[src/rtl/rvz_decode_stage.sv]
// RV32I/RV64I decode stage: register file with write bypass, immediate generation,
// execute control, load-use interlock and flush, valid/ready on both sides.
module rvz_decode_stage #(
  parameter int XLEN       = 64,
  parameter int PC_W       = 32,
  parameter int NREGS      = 32,
  parameter int LU_BUBBLES = 1
) (
  input  logic            clk,
  input  logic            reset,
  input  logic            in_valid,
  output logic            in_ready,
  input  logic [31:0]     inst_data,
  input  logic [PC_W-1:0] pc_in,
  input  logic            flush,
  input  logic            reg_wenable,
  input  logic [4:0]      reg_waddr,
  input  logic [XLEN-1:0] reg_wdata,
  output logic            out_valid,
  input  logic            out_ready,
  output logic [XLEN-1:0] immediate,
  output logic [XLEN-1:0] reg1_out,
  output logic [XLEN-1:0] reg2_out,
  output logic [4:0]      reg_dest,
  output logic [PC_W-1:0] pc_out,
  output logic [2:0]      funct3,
  output logic [6:0]      funct7,
  output logic            writeback_enable,
  output logic [1:0]      writeback_source,
  output logic [1:0]      mem_access,
  output logic            jump,
  output logic            branch,
  output logic            ALU_A_mux,
  output logic            ALU_B_mux,
  output logic            word_op,
  output logic            illegal
);
  localparam int IDX_W = $clog2(NREGS);

  localparam logic [6:0] OPC_LOAD   = 7'h03;
  localparam logic [6:0] OPC_OPIMM  = 7'h13;
  localparam logic [6:0] OPC_AUIPC  = 7'h17;
  localparam logic [6:0] OPC_OPIMMW = 7'h1B;
  localparam logic [6:0] OPC_STORE  = 7'h23;
  localparam logic [6:0] OPC_OP     = 7'h33;
  localparam logic [6:0] OPC_LUI    = 7'h37;
  localparam logic [6:0] OPC_OPW    = 7'h3B;
  localparam logic [6:0] OPC_BRANCH = 7'h63;
  localparam logic [6:0] OPC_JALR   = 7'h67;
  localparam logic [6:0] OPC_JAL    = 7'h6F;

  typedef struct packed {
    logic [XLEN-1:0] imm;
    logic            wb;
    logic [1:0]      src;
    logic [1:0]      mem;
    logic            jump;
    logic            branch;
    logic            a_sel;
    logic            b_sel;
    logic            word;
    logic            illegal;
  } ctrl_t;

  logic [XLEN-1:0] regs [NREGS];
  logic [1:0]      bub_cnt;
  ctrl_t           dec;
  logic [6:0]      opc;
  logic [4:0]      rd, rs1, rs2;
  logic [31:0]     imm32;
  logic [63:0]     imm64;
  logic            use_rs1, use_rs2, unknown, bad_reg;
  logic            haz_rs1, haz_rs2, hazard, stall, accept;
  logic [XLEN-1:0] rs1_val, rs2_val;

  assign opc = inst_data[6:0];
  assign rd  = inst_data[11:7];
  assign rs1 = inst_data[19:15];
  assign rs2 = inst_data[24:20];

  // Out-of-range indices read as zero so illegal encodings never index past the array.
  function automatic logic [XLEN-1:0] rd_reg(input logic [4:0] a);
    if (a == 5'd0 || int'(a) >= NREGS) return '0;
    if (reg_wenable && reg_waddr == a) return reg_wdata;
    return regs[a[IDX_W-1:0]];
  endfunction

  always_comb begin
    rs1_val = rd_reg(rs1);
    rs2_val = rd_reg(rs2);
  end

  always_ff @(posedge clk) begin
    if (reset) begin
      for (int i = 0; i < NREGS; i++) regs[i] <= '0;
    end else if (reg_wenable && reg_waddr != 5'd0 && int'(reg_waddr) < NREGS) begin
      regs[reg_waddr[IDX_W-1:0]] <= reg_wdata;
    end
  end

  always_comb begin
    dec     = '0;
    imm32   = '0;
    use_rs1 = 1'b0;
    use_rs2 = 1'b0;
    unknown = 1'b0;
    unique case (opc)
      OPC_LOAD: begin
        imm32 = {{20{inst_data[31]}}, inst_data[31:20]};
        dec.wb = 1'b1; dec.src = 2'b01; dec.mem = 2'b01; dec.b_sel = 1'b1; use_rs1 = 1'b1;
      end
      OPC_OPIMM: begin
        imm32 = {{20{inst_data[31]}}, inst_data[31:20]};
        dec.wb = 1'b1; dec.b_sel = 1'b1; use_rs1 = 1'b1;
      end
      OPC_AUIPC: begin
        imm32 = {inst_data[31:12], 12'b0};
        dec.wb = 1'b1; dec.a_sel = 1'b1; dec.b_sel = 1'b1;
      end
      OPC_STORE: begin
        imm32 = {{20{inst_data[31]}}, inst_data[31:25], inst_data[11:7]};
        dec.mem = 2'b10; dec.b_sel = 1'b1; use_rs1 = 1'b1; use_rs2 = 1'b1;
      end
      OPC_OP: begin
        dec.wb = 1'b1; use_rs1 = 1'b1; use_rs2 = 1'b1;
      end
      OPC_LUI: begin
        imm32 = {inst_data[31:12], 12'b0};
        dec.wb = 1'b1; dec.src = 2'b10;
      end
      OPC_BRANCH: begin
        imm32 = {{19{inst_data[31]}}, inst_data[31], inst_data[7], inst_data[30:25],
                 inst_data[11:8], 1'b0};
        dec.branch = 1'b1; use_rs1 = 1'b1; use_rs2 = 1'b1;
      end
      OPC_JALR: begin
        imm32 = {{20{inst_data[31]}}, inst_data[31:20]};
        dec.jump = 1'b1; dec.wb = 1'b1; dec.src = 2'b11; dec.b_sel = 1'b1; use_rs1 = 1'b1;
      end
      OPC_JAL: begin
        imm32 = {{11{inst_data[31]}}, inst_data[31], inst_data[19:12], inst_data[20],
                 inst_data[30:21], 1'b0};
        dec.jump = 1'b1; dec.wb = 1'b1; dec.src = 2'b11; dec.a_sel = 1'b1; dec.b_sel = 1'b1;
      end
      OPC_OPIMMW: begin
        if (XLEN == 64) begin
          imm32 = {{20{inst_data[31]}}, inst_data[31:20]};
          dec.wb = 1'b1; dec.b_sel = 1'b1; dec.word = 1'b1; use_rs1 = 1'b1;
        end else unknown = 1'b1;
      end
      OPC_OPW: begin
        if (XLEN == 64) begin
          dec.wb = 1'b1; dec.word = 1'b1; use_rs1 = 1'b1; use_rs2 = 1'b1;
        end else unknown = 1'b1;
      end
      default: unknown = 1'b1;
    endcase
    imm64   = {{32{imm32[31]}}, imm32};
    dec.imm = imm64[XLEN-1:0];
    // Only fields the format actually uses as register indices are range-checked.
    bad_reg = (dec.wb && int'(rd) >= NREGS) || (use_rs1 && int'(rs1) >= NREGS) ||
              (use_rs2 && int'(rs2) >= NREGS);
    if (unknown || bad_reg) begin
      dec = '0;
      dec.illegal = 1'b1;
    end
    if (rd == 5'd0) dec.wb = 1'b0;
  end

  // Interlock operand usage is opcode-based, independent of legality.
  always_comb begin
    haz_rs1 = (opc != OPC_LUI) && (opc != OPC_AUIPC) && (opc != OPC_JAL) && (rs1 == reg_dest);
    haz_rs2 = ((opc == OPC_OP) || (opc == OPC_OPW) || (opc == OPC_STORE) || (opc == OPC_BRANCH))
              && (rs2 == reg_dest);
    hazard  = out_valid && (mem_access == 2'b01) && (reg_dest != 5'd0) && in_valid &&
              (haz_rs1 || haz_rs2);
    stall    = (bub_cnt != 2'd0) || hazard;
    in_ready = !stall && (!out_valid || out_ready);
    accept   = in_valid && in_ready;
  end

  always_ff @(posedge clk) begin
    if (reset || flush)            bub_cnt <= 2'd0;
    else if (hazard && out_ready)  bub_cnt <= 2'(LU_BUBBLES);
    else if (bub_cnt != 2'd0)      bub_cnt <= bub_cnt - 2'd1;
  end

  always_ff @(posedge clk) begin
    if (reset) begin
      out_valid        <= 1'b0;
      immediate        <= '0;
      reg1_out         <= '0;
      reg2_out         <= '0;
      reg_dest         <= '0;
      pc_out           <= '0;
      funct3           <= '0;
      funct7           <= '0;
      writeback_enable <= 1'b0;
      writeback_source <= '0;
      mem_access       <= '0;
      jump             <= 1'b0;
      branch           <= 1'b0;
      ALU_A_mux        <= 1'b0;
      ALU_B_mux        <= 1'b0;
      word_op          <= 1'b0;
      illegal          <= 1'b0;
    end else if (flush) begin
      out_valid <= 1'b0;
    end else if (accept) begin
      out_valid        <= 1'b1;
      immediate        <= dec.imm;
      reg1_out         <= rs1_val;
      reg2_out         <= rs2_val;
      reg_dest         <= rd;
      pc_out           <= pc_in;
      funct3           <= inst_data[14:12];
      funct7           <= inst_data[31:25];
      writeback_enable <= dec.wb;
      writeback_source <= dec.src;
      mem_access       <= dec.mem;
      jump             <= dec.jump;
      branch           <= dec.branch;
      ALU_A_mux        <= dec.a_sel;
      ALU_B_mux        <= dec.b_sel;
      word_op          <= dec.word;
      illegal          <= dec.illegal;
    end else if (out_ready) begin
      out_valid <= 1'b0;
    end
  end
endmodule

[config.mk]
export PLATFORM = sky130hd
export DESIGN_NAME = rvz_decode_stage
export DESIGN_NICKNAME = d
export VERILOG_FILES = /design/src/rtl/rvz_decode_stage.sv
export SDC_FILE = /design/constraint.sdc
export NUM_CORES = 2
export LEC_CHECK = 0
export CORE_AREA = 4 4 580 582
export DETAILED_ROUTE_END_ITERATION = 8
export DIE_AREA = 0 0 584 586
export PLACE_DENSITY = 0.5
export SKIP_LAST_GASP = 1
export SYNTH_ARGS = -nofsm -noshare
export SYNTH_HDL_FRONTEND = slang
export SYNTH_SLANG_ARGS = --single-unit
[constraint.sdc]
create_clock -name clk -period 4.25 [get_ports clk]
set_clock_uncertainty 0.15 [all_clocks]
set_input_delay 0.425 -clock clk [delete_from_list [all_inputs] [get_ports clk]]
set_output_delay 0.425 -clock clk [all_outputs]
set_load 0.005 [all_outputs]
==> impl_results.rst <==
.. list-table::
   :header-rows: 1

   * - Metric
     - Value
   * - Final setup fails
     - 0
   * - Die span in x
     - between 500 and 600 um
   * - Post-Synth Adder-Cell Area
     - less than 1%
   * - Synthesized cell area
     - 0.115 sq mm
   * - Die footprint
     - approximately 0.34 sq mm
   * - Setup slack, reg-to-reg
     - 1.15 ns
   * - Clock latency at the later pin of the worst-skew pair
     - 0.95 ns
   * - Number of sinks handled by clock tree synthesis
     - about 2,300
   * - Antenna violation net count after detailed routing
     - 0
   * - Synth Register Bits
     - about 2,300
   * - Post-Route WL
     - between 500,000 and 600,000 um
   * - Global-route congestion overflow total
     - 0
   * - Average size of a mapped cell
     - around 15 sq um
   * - EDFF count, synth
     - 2,048
   * - Power per unit of standard cell area
     - around 420 mW/mm^2
   * - Maximum Capacitance Violations
     - 0
   * - Via count
     - between 80,000 and 90,000
   * - Drt pass-1 iters
     - 5
   * - Seq/Total Area, Yosys
     - 57.1%
   * - FF-to-FF path depth
     - 6
   * - Highest attainable clock frequency
     - 279 MHz
   * - WP data required
     - roughly 3.7 ns
   * - Largest family of logic cells by synthesized area
     - multiplexers
   * - Antenna violations before repair
     - 64
   * - Min-Delay Path Depth
     - 3
   * - CTS tree
     - done
   * - Core Footprint
     - between 0.3 and 0.4 sq mm
   * - CP startpoint kind
     - flop
   * - End point of the most critical hold path
     - funct7[0]$_SDFFE_PP0P_
   * - Port Buffers
     - just under 400
   * - HPWL reported at the end of detailed placement
     - approximately 290,000 um
   * - Setup Crit Path Kind
     - flop to primary output
   * - Top-level port count
     - 391
   * - Average detailed-routed wire length per instance
     - 40.2 um
   * - Worst voltage drop across the vdd grid
     - slightly below 0.3 mV
   * - Number of nets in the final layout
     - slightly above 8,000
   * - Synth Area in Compound Gates
     - 5.45%
   * - Top cells by area in the synthesized netlist
     - sky130_fd_sc_hd__edfxtp_1, sky130_fd_sc_hd__mux4_2, sky130_fd_sc_hd__and2_1
   * - Fraction of synthesized cell area in xor and xnor cells
     - 0.159%
   * - Leakage power figure
     - ~46 nW
   * - First-pass GRT wire length
     - 693,000 um
   * - Post-Route Setup TNS
     - 0 ns
   * - Worst Max-Slew Pin Slew
     - between 1 and 1.5 ns
   * - DR iter-0 viols
     - between 10,000 and 15,000
   * - Starting Density
     - between 30% and 40%
   * - Hold path startpoint
     - inst_data[25]
   * - Clock-pin slew on the worst setup and hold paths
     - around 0.07 ns
   * - Total DRC errors in the routed layout
     - 0
   * - Chip height
     - a little under 600 um
   * - Total global-route track usage
     - 29.4%
   * - Primary FF master, synth
     - sky130_fd_sc_hd__edfxtp_1
   * - CTS H-tree depth
     - 5
   * - Hold crit path type
     - primary input to flop
   * - Final max-slew violation count
     - 0
   * - Worst R2R End
     - reg1_out[41]$_SDFFE_PP0P_
   * - Yosys Warn Count
     - 0
   * - Leading area contributor after synthesis
     - sky130_fd_sc_hd__edfxtp_1
   * - Cells after Synth
     - ~8,000
   * - RSZ-0062 raised after global routing
     - no
   * - Root Buffer
     - sky130_fd_sc_hd__clkbuf_16
   * - Routability congestion estimate
     - 0.845
   * - Worst reg2reg path startpoint
     - reg_dest[4]$_SDFFE_PP0P_
   * - Power, Total
     - 56.3 mW
   * - Maximum number of pins on one net before global-route repair
     - slightly above 100
   * - Average vias per placed instance
     - about 6.3
   * - CTS max path bufs
     - 4
   * - Total number of placement rows
     - approximately 210
   * - Num CTS Buffers
     - 273
   * - Post-synthesis async set-or-reset flop share
     - 0%
   * - Share of synthesized area spent on multiplexers
     - between 20% and 30%
   * - Final worst-path cycle share
     - roughly 84%
   * - Endpoint arrival time on the critical path
     - 3.01 ns
   * - Simple-gate portion of the synthesized area
     - ~14%
   * - Worst slew margin
     - between 10 and 15%
   * - Synth unique cells
     - between 60 and 70
   * - Vias in the first global route
     - a little under 80,000
   * - Status
     - finished clean
   * - Largest driver fanout on the critical path
     - 5
   * - Category of the worst setup path capture point
     - primary output
   * - P&R area growth vs syn
     - 17.4%
   * - Endpoints failing hold
     - 0
   * - Layout cells sized above 1
     - between 20% and 30%
   * - Share of Yosys cell area claimed by the top area cell type
     - 53.3%
   * - Final period demand of the worst path
     - between 3 and 4 ns
-- final cells by class --
class / count / area (sq um)
antenna: 35 / 87.6
timing repair buffer: 802 / 9070
fill: 29800 / 195000
tap: 4366 / 5460
inverter: 8 / 30.0
clock inverter: 105 / 1130
clock buffer: 395 / 7610
sequential: 2269 / 65900
multi-input combinational: 4777 / 46200
-- where the power goes --
part,total (mW),switching (mW),leakage (nW),internal [mW]
clock network,23.3,10.1,4.24,13.2
logic,6.74,3.93,20.3,2.80
registers,26.3,0.765,21.3,25.6
total,56.3,14.8,45.8,41.5
-- metal layers --
layer  GRT usage (%)  routed length [um]  vias to the layer above
met2            45.6              233000                     5988
met3            7.38               59600                     1136
met5           0.154                 232                        -
met4            12.2               24300                       24
met1            39.4              196000                    42300
li1                -                   -                    31100
-- logic make-up (layout without fill, tap and decap cells) --
| logic type | Yosys count | in the layout |
|---|---|---|
| AO/OA/AOI/OAI | 882 | 882 |
| AND/OR/NAND/NOR | 2663 | 2663 |
| multiplexers | 1146 | 1146 |
| other | 1 | 99 |
| XOR/XNOR | 21 | 21 |
| adder cells (fa/ha/maj) | 1 | 1 |
| buffers and inverters | 915 | 1310 |
| flip-flops | 2269 | 2269 |
-- cell usage after synthesis, types with 5 or more instances --
master / n
sky130_fd_sc_hd__edfxtp_1: 2048
sky130_fd_sc_hd__xor2_1: 13
sky130_fd_sc_hd__a221oi_1: 17
sky130_fd_sc_hd__nor4_1: 87
sky130_fd_sc_hd__dfxtp_1: 221
sky130_fd_sc_hd__mux2_2: 28
sky130_fd_sc_hd__nor2_1: 90
sky130_fd_sc_hd__buf_2: 134
sky130_fd_sc_hd__a211o_1: 5
sky130_fd_sc_hd__o21ai_0: 17
sky130_fd_sc_hd__or2_2: 34
sky130_fd_sc_hd__mux4_2: 939
sky130_fd_sc_hd__clkbuf_1: 635
sky130_fd_sc_hd__o221ai_1: 50
sky130_fd_sc_hd__o22ai_1: 346
sky130_fd_sc_hd__nand3_1: 31
sky130_fd_sc_hd__a221o_1: 120
sky130_fd_sc_hd__inv_1: 7
sky130_fd_sc_hd__nand2_1: 231
sky130_fd_sc_hd__a22o_1: 36
sky130_fd_sc_hd__buf_6: 15
sky130_fd_sc_hd__nand3b_1: 14
sky130_fd_sc_hd__and3_1: 5
sky130_fd_sc_hd__a211oi_1: 86
sky130_fd_sc_hd__a22oi_1: 52
sky130_fd_sc_hd__nand2b_1: 10
sky130_fd_sc_hd__buf_1: 45
sky130_fd_sc_hd__a21oi_1: 120
sky130_fd_sc_hd__or3b_2: 9
sky130_fd_sc_hd__nand4_1: 5
sky130_fd_sc_hd__or3_1: 12
sky130_fd_sc_hd__buf_4: 78
sky130_fd_sc_hd__mux2i_1: 179
sky130_fd_sc_hd__nor2b_1: 6
sky130_fd_sc_hd__nor3_1: 151
sky130_fd_sc_hd__xnor2_1: 8
sky130_fd_sc_hd__o21a_1: 7
sky130_fd_sc_hd__and2_1: 1930
sky130_fd_sc_hd__and4_1: 31
-- per-stage QoR --
stage / hold slack, ns / utilization, % / instance area [sq um] / cells / worst slack [ns]
finish: 0.0677 / 41.0 / 136000 / 12800 / 0.664
detailed placement: 0.295 / 38.3 / 126000 / 12200 / 0.103
floorplan: 0.298 / - / 116000 / 7961 / 1.13
global placement: 0.289 / 38.3 / 126000 / 12200 / 0.0754
CTS: 0.0100 / 41.0 / 135000 / 12700 / 0.606
global route: 0.0612 / 41.0 / 135000 / 12700 / 0.466
-- placed cells by master (no fill, tap or decap), drive strengths merged, types with 35 or more instances in the layout --
cell type         n
a211oi           86
a21oi           121
a221o           120
a22o             36
a22oi            52
and2           1930
buf             381
clkbuf          396
clkdlybuf4s50   382
clkinv           89
conb             64
dfxtp           221
diode            35
dlygate4sd3      38
edfxtp         2048
mux2i           179
mux4            939
nand2           231
nor2             90
nor3            152
nor4             87
o221ai           50
o22ai           346
-- flip-flops by register name (all words and copies together) (netlist names), 2 cells and up --
| register | count |
|---|---|
| regs | 2048 |
| reg1_out | 64 |
| reg2_out | 64 |
| immediate | 32 |
| pc_out | 32 |
| funct7 | 7 |
| reg_dest | 5 |
| funct3 | 3 |
| bub_cnt | 2 |
| mem_access | 2 |
| writeback_source | 2 |
-- what timing repair did --
item / CTS / global route
gates resized for setup: 0 / 0
hold endpoints to repair: 66 / 0
buffers inserted: 0 / 0
hold buffers: 38 / 0
-- worst max-delay path, cell delays in order, from the launching register on --
cell and delay [ns]:
sky130_fd_sc_hd__dfxtp_1 0.49, sky130_fd_sc_hd__xnor2_1 0.16, sky130_fd_sc_hd__nand3_1 0.15, sky130_fd_sc_hd__nor3_1 0.44, sky130_fd_sc_hd__o21ai_4 0.13, sky130_fd_sc_hd__and3_1 0.24
sky130_fd_sc_hd__clkdlybuf4s50_1 0.51
-- worst max-delay path by stage --
stage	endpoint	start	depth (start not counted)	slack, ns
after floorplan	regs[11][0]$_SDFFCE_PN0P_	reg_waddr[3]	5	1.13
after global placement	regs[22][4]$_SDFFCE_PN0P_	reg_wenable	8	0.08
after detailed placement	regs[22][8]$_SDFFCE_PN0P_	reg_wenable	8	0.10
after CTS	in_ready	reg_dest[3]$_SDFFE_PP0P_	6	0.61
after global routing	in_ready	reg_dest[3]$_SDFFE_PP0P_	6	0.47
final	in_ready	reg_dest[3]$_SDFFE_PP0P_	6	0.66
Power figures use the tool's default switching activity.
